$ cat src/rtl/dmi_arbiter.sv
// Two-port round-robin arbiter in front of a single DMI port: one transaction in flight,
// responses routed back to the issuing requester, hung DM accesses turned into failures.
module dmi_arbiter #(
    parameter int ADDR_W  = 7,
    parameter int DATA_W  = 32,
    parameter int TIMEOUT = 255
) (
    input  logic              clk,
    input  logic              reset,

    input  logic              req0_valid,
    output logic              req0_ready,
    input  logic [ADDR_W-1:0] req0_addr,
    input  logic [1:0]        req0_op,
    input  logic [DATA_W-1:0] req0_data,
    output logic              resp0_valid,
    input  logic              resp0_ready,
    output logic [1:0]        resp0_resp,
    output logic [DATA_W-1:0] resp0_data,

    input  logic              req1_valid,
    output logic              req1_ready,
    input  logic [ADDR_W-1:0] req1_addr,
    input  logic [1:0]        req1_op,
    input  logic [DATA_W-1:0] req1_data,
    output logic              resp1_valid,
    input  logic              resp1_ready,
    output logic [1:0]        resp1_resp,
    output logic [DATA_W-1:0] resp1_data,

    output logic              dm_req_valid,
    input  logic              dm_req_ready,
    output logic [ADDR_W-1:0] dm_req_addr,
    output logic [1:0]        dm_req_op,
    output logic [DATA_W-1:0] dm_req_data,
    input  logic              dm_resp_valid,
    output logic              dm_resp_ready,
    input  logic [1:0]        dm_resp_resp,
    input  logic [DATA_W-1:0] dm_resp_data,

    output logic              timeout_pulse
);

    localparam int CNT_W = (TIMEOUT > 0) ? $clog2(TIMEOUT + 1) : 1;

    typedef enum logic [1:0] {
        S_IDLE,
        S_REQ,
        S_RESP,
        S_DELIVER
    } state_t;

    state_t              state, state_next;
    logic                prio;      // port preferred on a tie (the one not granted last)
    logic                owner;
    logic [ADDR_W-1:0]   addr_q;
    logic [1:0]          op_q;
    logic [DATA_W-1:0]   wdata_q;
    logic [1:0]          resp_q;
    logic [DATA_W-1:0]   rdata_q;
    logic [CNT_W-1:0]    cnt;

    logic grant0, grant1, accept, timeout_hit, owner_ready;

    assign grant0      = req0_valid && (!req1_valid || !prio);
    assign grant1      = req1_valid && (!req0_valid ||  prio);
    assign accept      = (state == S_IDLE) && (grant0 || grant1);
    assign timeout_hit = (TIMEOUT != 0) && (cnt == CNT_W'(TIMEOUT - 1));
    assign owner_ready = owner ? resp1_ready : resp0_ready;

    // NOTE: clocked processes use non-blocking assignments so every register samples
    // pre-edge values regardless of statement order.
    always_ff @(posedge clk) begin
        if (reset) state <= S_IDLE;
        else       state <= state_next;
    end

    // NOTE: every combinational output gets a default first, so no path leaves it
    // unassigned and no latch is inferred.
    always_comb begin
        state_next = state;
        case (state)
            S_IDLE:    if (accept)                               state_next = S_REQ;
            S_REQ:     if (dm_req_ready)                         state_next = S_RESP;
            S_RESP:    if (dm_resp_valid || timeout_hit)         state_next = S_DELIVER;
            S_DELIVER: if (owner_ready)                          state_next = S_IDLE;
            default:                                             state_next = S_IDLE;
        endcase
    end

    always_comb begin
        req0_ready    = 1'b0;
        req1_ready    = 1'b0;
        dm_req_valid  = 1'b0;
        resp0_valid   = 1'b0;
        resp1_valid   = 1'b0;
        timeout_pulse = 1'b0;
        case (state)
            S_IDLE: begin
                req0_ready = grant0;
                req1_ready = grant1;
            end
            S_REQ:     dm_req_valid  = 1'b1;
            S_RESP:    timeout_pulse = timeout_hit && !dm_resp_valid;
            S_DELIVER: begin
                resp0_valid = !owner;
                resp1_valid = owner;
            end
            default: ;
        endcase
    end

    // Always ready: outside S_RESP this silently drains late replies from the DM.
    assign dm_resp_ready = 1'b1;

    always_ff @(posedge clk) begin
        if (reset) begin
            prio    <= 1'b0;
            owner   <= 1'b0;
            addr_q  <= '0;
            op_q    <= '0;
            wdata_q <= '0;
            resp_q  <= '0;
            rdata_q <= '0;
            cnt     <= '0;
        end else begin
            if (accept) begin
                owner   <= grant1;
                prio    <= !grant1;
                addr_q  <= grant1 ? req1_addr : req0_addr;
                op_q    <= grant1 ? req1_op   : req0_op;
                wdata_q <= grant1 ? req1_data : req0_data;
            end
            case (state)
                S_REQ: if (dm_req_ready) cnt <= '0;
                S_RESP: begin
                    if (cnt != '1) cnt <= cnt + 1'b1;
                    if (dm_resp_valid) begin
                        resp_q  <= dm_resp_resp;
                        rdata_q <= dm_resp_data;
                    end else if (timeout_hit) begin
                        resp_q  <= 2'd2;
                        rdata_q <= '0;
                    end
                end
                default: ;
            endcase
        end
    end

    assign dm_req_addr = addr_q;
    assign dm_req_op   = op_q;
    assign dm_req_data = wdata_q;
    assign resp0_resp  = resp_q;
    assign resp0_data  = rdata_q;
    assign resp1_resp  = resp_q;
    assign resp1_data  = rdata_q;

endmodule

$ cat config.mk
export PLATFORM = sky130hd
export DESIGN_NAME = dmi_arbiter
export DESIGN_NICKNAME = d
export VERILOG_FILES = /design/src/rtl/dmi_arbiter.sv
export SDC_FILE = /design/constraint.sdc
export NUM_CORES = 1
export LEC_CHECK = 0
export ABC_AREA = 1
export CAP_MARGIN = 20
export CORE_ASPECT_RATIO = 1.4
export CORE_UTILIZATION = 43
export CTS_CLUSTER_DIAMETER = 50
export DETAILED_ROUTE_END_ITERATION = 8
export GPL_TIMING_DRIVEN = 0
export PLACE_DENSITY_LB_ADDON = 0.05
export RECOVER_POWER = 50
export SYNTH_ARGS = -nofsm -noshare
export SYNTH_HDL_FRONTEND = slang
export SYNTH_SLANG_ARGS = --single-unit
export TNS_END_PERCENT = 50
$ cat constraint.sdc
create_clock -name clk -period 2.6 [get_ports clk]
set_input_delay 0.39 -clock clk [delete_from_list [all_inputs] [get_ports clk]]
set_output_delay 0.39 -clock clk [all_outputs]
set_load 0.005 [all_outputs]
Word-level counts from Yosys, hierarchy flattened
Index checks and enable logic that the tools add are counted.
Word-level totals
  logic and storage cells: 62
  output and inout port bits: 116
  register bits: 87
  bits of input ports: 124
Operators by class
  multiplexer cells: 22
  $add $sub $neg: 1
  reduce and logical (&&, ||, !) cells: 20
  eq/ne operators: 10
Operator list (number)
  $mux 32: 3
  $mux 8: 2
  $pmux 8 s2: 1
  $mux 2: 7
  $ne 2x2->1 const B: 5
  $add 8x1->8 const B: 1
  $eq 8x8->1 const B: 1
  $ne 8x8->1 const B: 1
  $pmux 2 s4: 1
  $mux 1: 7
  $mux 7: 1
  $logic_not 1->1: 6
  $eq 2x2->1 const B: 2
  $logic_and 1x1->1: 4
  $logic_or 1x1->1: 4
  $reduce_and 4->1: 1
  $reduce_bool 2->1: 2
  $reduce_and 3->1: 1
  $eq 2x1->1 const B: 1
  $logic_not 2->1: 1
  $reduce_and 2->1: 1

Logic depth before layout (Yosys ltp)
Gate-level depths: netlist (run 1).
  depth in word-level cells: 7
  gate-level depth with buffers: 10
  depth with buffers taken out: 10

Least setup slack after synthesis (run 1)
No wires, ideal clock.
  kind: flip-flop to output port
  from: register state[0]
  to: output req0_ready
  data required time: 2210 ps
  cell stages (with the launch flop): 6
  arrival time: 1063 ps
  buffers on the path: 1
  setup slack: 1147 ps
  cell sequence: dfxtp_1 -> inv_1 -> ha_1 -> nand2_1 -> a21oi_2 -> buf_6
Between the ends
  word-level cells in the longest chain between the ends: 2
RTL lines
  start, declared: line 53  | state_t state, state_next;
  start signal, assigned: line 75  | else state <= state_next;
  $logic_not 2->1: line 98  | case (state)
  $mux 1: line 98
  end, declared: line 12  | output logic req0_ready,
Every way passes these cells.

Final worst setup path (run 1)
Ends and elaborated chain as after synthesis.

==> results of run 1 <==
-- Yosys cell counts --
cell / number / area (um^2)
clkbuf_1: 6 / 22.5
nor2_2: 1 / 6.26
buf_2: 17 / 85.1
a21oi_1: 34 / 170
o21ai_0: 2 / 10.0
dfxtp_1: 87 / 1740
inv_2: 1 / 3.75
nand3_1: 85 / 425
nor3_1: 1 / 5.00
nand3_4: 1 / 17.5
ha_1: 6 / 75.1
nand3_2: 12 / 120
nor2_4: 2 / 22.5
nand3b_1: 3 / 22.5
nor3b_1: 1 / 7.51
nand2_1: 161 / 604
inv_1: 57 / 214
a31oi_1: 8 / 50.1
nor2_1: 22 / 82.6
nand2_4: 2 / 22.5
conb_1: 1 / 3.75
nand4_1: 2 / 12.5
buf_4: 43 / 323
nor2_8: 1 / 20.0
buf_6: 5 / 56.3
nand2_2: 3 / 18.8
a21oi_2: 11 / 96.3
nand4_4: 1 / 21.3
o21ai_4: 1 / 16.3
buf_1: 1 / 3.75
o211ai_1: 21 / 158
-- worst max-delay path, delay by kind of cell (launching register included) --
family | cells | cell delay [ps]
AND/OR/NAND/NOR | 1 | 80
buffers and inverters | 3 | 780
flip-flops | 1 | 330
AO/OA/AOI/OAI | 1 | 240
adder cells (fa/ha/maj) | 1 | 230
-- final timing paths --
path,end,slack (ps),cells after the start
worst max register to register,dm_req_data[17],550,8
worst min register to register,resp0_data[9],490,2
worst max-delay path,req0_ready,200,6
worst min-delay path,resp0_data[9],490,2
-- report_power, final --
group	internal, W	total, W	switching, W	leakage (nW)
logic	0.00109	0.00208	0.000991	2.39
clock network	0.000672	0.00120	0.000529	0.132
registers	0.00162	0.00180	0.000174	0.712
-- metrics by stage --
step                      worst slack [ps]  hold WS (ps)  utilization
after floorplan                       1150           465            -
after global placement                 174           471        0.700
after detailed placement               153           481        0.700
after CTS                             60.8           491        0.728
after global routing                  70.7           503        0.724
final                                  196           489        0.724
-- cell families (layout without fill, tap and decap cells) --
family / Yosys count / in the layout / synth area share
buffers and inverters: 130 / 382 / 0.160
AND/OR/NAND/NOR: 298 / 298 / 0.317
flip-flops: 87 / 87 / 0.392
other: 1 / 1 / 0.000845
adder cells (fa/ha/maj): 6 / 6 / 0.0169
AO/OA/AOI/OAI: 77 / 77 / 0.113
-- routing by layer --
layer / GRT usage / vias up / share of wire
met5: 0 / - / 0
met4: 0.123 / 0 / 0.031
met3: 0.0569 / 32 / 0.070
met2: 0.474 / 178 / 0.52
met1: 0.275 / 2164 / 0.38
li1: - / 2391 / -
-- registers in the layout, indices dropped and copies added, names as in the netlist --
register     count
dm_req_data     32
resp0_data      32
cnt              8
dm_req_addr      7
dm_req_op        2
resp0_resp       2
state            2
owner            1
prio             1
-- cell type report --
class                      instances  area (um^2)  area share
buffer                            72          484      0.0672
clock inverter                     5         33.8     0.00469
multi-input combinational        382         1960       0.271
timing repair buffer             236         2360       0.328
sequential                        87         1740       0.242
clock buffer                      11          243      0.0337
inverter                          58          218      0.0302
tap                              135          169      0.0234
-- timing repair --
| item | CTS | global route |
|---|---|---|
| endpoints found under the hold margin | 0 | 0 |
| setup endpoints to repair | 0 | 2 |
| gates resized for setup | 0 | 1 |
-- placed cells by master, fill, tap and decap left out --
cell / count
a21oi_1: 34
a21oi_2: 11
a31oi_1: 8
buf_1: 1
buf_2: 12
buf_4: 43
buf_6: 5
clkbuf_1: 12
clkbuf_16: 9
clkbuf_8: 1
clkdlybuf4s50_1: 174
clkinv_2: 2
clkinv_4: 1
clkinvlp_4: 2
conb_1: 1
dfxtp_1: 87
dlygate4sd3_1: 62
ha_1: 5
ha_2: 1
inv_1: 58
nand2_1: 163
nand2_2: 3
nand3_1: 85
nand3_2: 12
nand3_4: 1
nand3b_1: 3
nand4_1: 2
nand4_4: 1
nor2_1: 23
nor2_2: 1
nor2_4: 1
nor2_8: 1
nor3_1: 1
nor3b_1: 1
o211ai_1: 21
o21ai_0: 3
==> metrics, run 1 <==
Hold Fails Final Rpt=0; # hold bufs at CTS=0; Post CTS Setup Buffer Count=0; Slowest-stage cell, CP=clkdlybuf4s50_1; CP endpoint kind=output port; Setup crit start=state[0]; Area Overhead vs Synth=62.4%; period utilization=0.925; # clock sinks=87; vias per cell=4.83; Synth Cell Area=4440 um^2; Wirelength per Cell=13.8 um; DRC errors left=0; Synthesized Nets=729; critical path arrival=2010 ps; standard-cell row count=43; Diodes inserted=0; Initial Utilization=0.446; clk root buf=clkbuf_16; Max Cap Violations=0; antenna-violating nets left=0; vias in the first global route=4510; outcome=complete, no violations; Seq/Total Area, Yosys=0.392; layout cell share with drive strength beyond 1=0.126; Req. time, crit path=2210 ps; yosys synthesis warning count=0; Die X=87.9 um; leakage power=3.24 nW; Netlist cell types=31; max incr delay on CP=510 ps; clock buffer depth=2; startpoint class of the critical path=register; Worst Tran Pin Value=626 ps; # setup viols final=0; Avg Inst Size Synth=7.41 um^2; initial antenna violation count=0; CP cell instances=inv_1 > ha_2 > nand2_1 > a21oi_2 > buf_6 > clkdlybuf4s50_1; CTS buffer count=9; DIE AREA=10700 um^2; total grt overflow=0; port buffer count=236; area of placed instances=6970 um^2; htree depth=3; number of max-slew violations in the final report=0; CTS tree=built; Synth Register Bits=87; pin count of the biggest net entering global routing=15; worst-path fanout max=10; Total Wirelength=13600 um; minimum clock period=2400 ps; I/O Pins=240; Worst Skew=6.26 ps; total track usage=0.259; number of fill cells=812; pwr/cell area=705 nW/um^2; Max Fclk=416 MHz; global-route wire length before repair=21500 um; RSZ-0062 raised after global routing=false; Slew Limit Headroom=0.578; worst-skew pair later-pin latency=340 ps; Worst VDD drop=0.434 mV; worst reg2reg startpoint=state[0]; final net count=976; Layout Cells excl Fill=986; total power=0.00508 W; core area=9950 um^2; setup_tns=0 ps; vias post-DR=4765; initial DRC count=192; die height=122 um; Mapped Cells=599; clock slew at reported path FFs=60 ps; first-pass iteration count of the detailed router=4; hold path startpoint=resp0_data[9]; cell area after layout=7210 um^2; placed cells=970; Hold Crit Class=register to register; Crit Path Class=register to output port; DP HPWL=10800 um; Final Wtd Congestion=0.842
(Power assumes the default switching activity.)
==> run 2, diff against run 1 <==
Settings changed: CORE_AREA set to 2 2 94 96, CORE_ASPECT_RATIO 1.4 to unset, CORE_UTILIZATION 43 to unset, DIE_AREA set to 0 0 96 98, DONT_BUFFER_PORTS set to 1.
==> run 2 against run 1 <==
Against the previous run: critical path type unchanged; largest cell class is now multi-input gates; sequential power rose by 5%; die area decreased by 12%; utilization is 16 points lower; sequential share of layout area up 12 points; combinational power decreased by 37%; flip-flop and latch count unchanged; register-to-register slack improved by 310 ps; total power shrank 19%; clock power shrank 24%; highest routed layer unchanged; clock skew grew 8.0 ps; critical path depth down 1.
==> metrics, run 2 (synthesis results as in run 1) <==
# clock sinks=87 (unchanged); most common cell after layout, fill and taps aside=nand2_1 (was clkdlybuf4s50_1); outcome=complete, no violations (unchanged); Buf/Inv on CP=3 (unchanged); initial DRC count=150 (was 192); Diodes inserted=0 (unchanged); total grt overflow=0 (unchanged); antenna-violating nets left=0 (unchanged); die height=98 um (was 122 um); RSZ-0062 raised after global routing=false (unchanged); I/O Pins=240 (unchanged); CP cell instances=inv_1 > ha_1 > buf_4 > inv_1 > nor3_1 (was inv_1 > ha_2 > nand2_1 > a21oi_2 > buf_6 > clkdlybuf4s50_1); initial antenna violation count=0 (unchanged); setup_tns=0 ps (unchanged); clock slew at reported path FFs=90 ps (was 60 ps); Crit Path Class=register to output port (unchanged); area of placed instances=4570 um^2 (was 6970 um^2); CP endpoint kind=output port (unchanged); Worst path most repeated cell=inv_1; standard-cell row count=34 (was 43); worst-path fanout max=10 (unchanged); core area=8470 um^2 (was 9950 um^2); htree depth=3 (unchanged); met3 wire len=867 um (was 953 um); Power Internal=0.00257 W (was 0.00338 W); # setup viols final=0 (unchanged); clock power share=0.222 (was 0.236); leakage power=2.15 nW (was 3.24 nW); global-route wire length before repair=17600 um (was 21500 um); Hold Fails Final Rpt=0 (unchanged); CTS tree=built (unchanged); Total Wirelength=11300 um (was 13600 um); port buffer count=0 (was 236); vias post-DR=3908 (was 4765); Initial Utilization=0.524 (was 0.446); worst-skew pair later-pin latency=350 ps (was 340 ps); cell area after layout=4750 um^2 (was 7210 um^2); Sw Share=0.374 (was 0.334); Psw=0.00154 W (was 0.00169 W); CTS buffer count=9 (unchanged); Slowest-stage cell, CP=nor3_1 (was clkdlybuf4s50_1); met1 WL=4550 um (was 5130 um); vias per cell=5.41 (was 4.83); total track usage=0.238 (was 0.259); Worst VDD drop=0.460 mV (was 0.434 mV); DRC errors left=0 (unchanged); Final Wtd Congestion=0.817 (was 0.842); Wirelength per Cell=15.7 um (was 13.8 um); startpoint class of the critical path=register (unchanged); pin count of the biggest net entering global routing=14 (was 15); first-pass iteration count of the detailed router=5 (was 4); Die X=96 um (was 87.9 um); Highest Signal Layer=met4 (unchanged); vias in the first global route=3529 (was 4510); Hold Crit Class=input port to register (was register to register); number of fill cells=857 (was 812); Max Cap Violations=0 (unchanged); DIE AREA=9410 um^2 (was 10700 um^2); Area Overhead vs Synth=7.10% (was 62.4%); clk root buf=clkbuf_8 (was clkbuf_16); Post CTS Setup Buffer Count=0 (unchanged); max incr delay on CP=370 ps (was 510 ps); post-CTS sizing=0 (unchanged); Worst Skew=14.3 ps (was 6.26 ps); Max Fclk=493 MHz (was 416 MHz); # hold bufs at CTS=0 (unchanged); number of max-slew violations in the final report=0 (unchanged); met2 wire len=5690 um (was 7110 um); DP HPWL=8710 um (was 10800 um); minimum clock period=2030 ps (was 2400 ps); Combinational Power Share=0.318 (was 0.410); clock buffer depth=2 (unchanged); layout cell share with drive strength beyond 1=0.184 (was 0.126); critical path's top delay family=buffers and inverters (unchanged); Req. time, crit path=2210 ps (about the same); pwr/cell area=865 nW/um^2 (was 705 nW/um^2); critical path arrival=1640 ps (was 2010 ps); final net count=740 (was 976); commonest non-fill, non-tap cells in the layout=nand2_1, dfxtp_1, nand3_1 (was clkdlybuf4s50_1, nand2_1, dfxtp_1); period utilization=0.781 (was 0.925); Flop pwr share=0.460 (was 0.354)
-- run 2: per-stage QoR --
stage          instances  setup WS, ps  hold WS (ps)  utilization  total power [W]
6_report             722           571           174        0.561          0.00411
5_1_grt              722           428           162        0.561          0.00441
4_1_cts              722           543           157        0.561          0.00415
3_5_place_dp         707           880           494        0.540          0.00324
3_3_place_gp         707           987           488        0.540          0.00320
2_1_floorplan        599          1150           465            -          0.00291
-- run 2: area by class of cell --
type | instances | area [um^2] | share of cell area
Buffer | 72 | 490 | 0.103
Clock buffer | 12 | 135 | 0.0284
Clock inverter | 3 | 45.0 | 0.00948
Inverter | 58 | 218 | 0.0458
Multi-Input combinational cell | 382 | 1990 | 0.418
Sequential cell | 87 | 1740 | 0.366
Tap cell | 108 | 135 | 0.0284
-- run 2: metal layers --
layer,track usage,vias to the layer above
met4,0.0791,0
met2,0.393,154
met5,0,-
met1,0.297,1809
li1,-,1926
met3,0.0625,19
-- run 2: path summary, 6_finish.rpt --
kind                                 startpoint       endpoint  slack, ps  cells after the start
worst min register to register           cnt[6]         cnt[6]        500                      2
worst max-delay path                   state[0]  timeout_pulse        570                      5
worst max register to register         state[0]  resp0_data[0]        860                      7
worst min-delay path            dm_resp_data[6]  resp0_data[6]        170                      2
-- run 2: power by group through the flow --
stage               logic [W]  registers, W  clock network (W)
global placement      0.00128       0.00192                  0
floorplan             0.00107       0.00184                  0
detailed placement    0.00132       0.00192                  0
CTS                   0.00132       0.00190           0.000935
global route          0.00149       0.00193           0.000994
finish                0.00131       0.00189           0.000914
==> run 3, diff against run 2 <==
Clock period 2.6 ns to 2.1 ns, I/O delays scaled along.
==> run 3 against run 2 <==
Against the previous run: register-to-register slack worse by 500 ps; first-iteration DRC count is the same; combinational power is 24% higher; design area is the same; worst hold slack lost 75 ps; critical endpoint is now req0_ready; largest cell class unchanged.
==> metrics, run 3 (synthesis results as in run 1) <==
die height=98 um (unchanged); Hold Fails Final Rpt=0 (unchanged); final net count=740 (unchanged); DRC errors left=0 (unchanged); critical path arrival=1630 ps (was 1640 ps); Final Wtd Congestion=0.817 (unchanged); setup_tns=0 ps (unchanged); Max Cap Violations=0 (unchanged); Crit Path Class=register to output port (unchanged); pin count of the biggest net entering global routing=14 (unchanged); worst slack, placed=380 ps (was 880 ps); DP HPWL=8710 um (unchanged); CTS tree=built (unchanged); standard-cell row count=34 (unchanged); Layout Cells excl Fill=722 (unchanged); Total Wirelength=11300 um (about the same); outcome=complete, no violations (unchanged); initial antenna violation count=0 (unchanged); worst-path fanout max=10 (unchanged); Diodes inserted=0 (unchanged); DIE AREA=9410 um^2 (unchanged); worst-skew pair later-pin latency=350 ps (about the same); htree depth=3 (unchanged); post-CTS sizing=0 (unchanged); final worst slack=153 ps (was 571 ps); commonest non-fill, non-tap cells in the layout=nand2_1, dfxtp_1, nand3_1 (unchanged); # setup viols final=0 (unchanged); Wirelength per Cell=15.7 um (about the same); CP endpoint kind=output port (unchanged); Req. time, crit path=1780 ps (was 2210 ps); Worst VDD drop=0.570 mV (was 0.460 mV); Post CTS Setup Buffer Count=0 (unchanged); clock buffer depth=2 (unchanged); Hold Crit Class=input port to register (unchanged); global-route wire length before repair=17600 um (unchanged); startpoint class of the critical path=register (unchanged); total power=0.00509 W (was 0.00411 W); Max Fclk=514 MHz; vias post-DR=3918 (was 3908); Initial Utilization=0.524 (unchanged); leakage power=2.15 nW (about the same); pwr/cell area=1070 nW/um^2 (was 865 nW/um^2); number of max-slew violations in the final report=0 (unchanged); initial DRC count=150 (unchanged); RSZ-0062 raised after global routing=false (unchanged); most common cell after layout, fill and taps aside=nand2_1 (unchanged); clk root buf=clkbuf_8 (unchanged); first-pass iteration count of the detailed router=5 (unchanged); layout cell share with drive strength beyond 1=0.184 (unchanged); placed cells=707 (unchanged); vias per cell=5.43 (was 5.41); total track usage=0.238 (unchanged); minimum clock period=1950 ps; period utilization=0.927; total grt overflow=0 (unchanged); port buffer count=0 (unchanged); clock slew at reported path FFs=90 ps (about the same); antenna-violating nets left=0 (unchanged); CTS buffer count=9 (unchanged); # clock sinks=87 (unchanged); Worst Skew=13.8 ps (was 14.3 ps); Area Overhead vs Synth=7.10% (unchanged); vias in the first global route=3529 (unchanged); Die X=96 um (unchanged); core area=8470 um^2 (unchanged); I/O Pins=240 (unchanged); # hold bufs at CTS=0 (unchanged)
==> run 3: cell count changes in the layout (fill, tap and decap cells not counted), sizes merged <==
cell,previous run,this run
buf,40,41
clkbuf,44,43
==> run 3: critical path, cell delays in order (launching register included) <==
cell	delay, ps
dfxtp_1	350
inv_1	90
ha_1	280
nand2_1	100
a21oi_2	270
buf_6	190
==> run 3: stage by stage <==
stage	area (um^2)	hold WS, ps	utilization
6_report	4750	98.4	0.561
5_1_grt	4750	87.0	0.561
4_1_cts	4750	81.7	0.561
3_5_place_dp	4570	468	0.540
3_3_place_gp	4570	468	0.540
2_1_floorplan	4440	462	-
==> run 3: power by group <==
group	leakage (nW)	total, W	internal [W]	switching (W)
registers	0.712	0.00234	0.00201	0.000330
logic	1.36	0.00162	0.000629	0.000990
clock network	0.0827	0.00113	0.000546	0.000586
total	2.15	0.00509	0.00318	0.00191
==> run 3: final timing paths <==
check | startpoint | to | slack [ps] | cells past startpoint
setup / recovery | state[0] | req0_ready | 150 | 5
hold / removal | dm_resp_data[30] | resp0_data[30] | 100 | 2
setup reg to reg | state[0] | resp0_data[0] | 360 | 7
hold reg to reg | cnt[6] | cnt[6] | 500 | 2
==> run 3: layout make-up <==
cell class,instances,area [um^2]
Multi-Input combinational cell,382,1990
Fill cell,857,3710
Clock buffer,12,135
Buffer,72,490
Inverter,58,218
Clock inverter,3,45.0
Tap cell,108,135
Sequential cell,87,1740
==> run 3: routing by layer <==
metal / up-vias / GRT usage / share of wire
li1: 1924 / - / -
met1: 1814 / 0.297 / 0.40
met2: 161 / 0.393 / 0.50
met3: 19 / 0.0625 / 0.076
met4: 0 / 0.0791 / 0.018
met5: - / 0 / 0
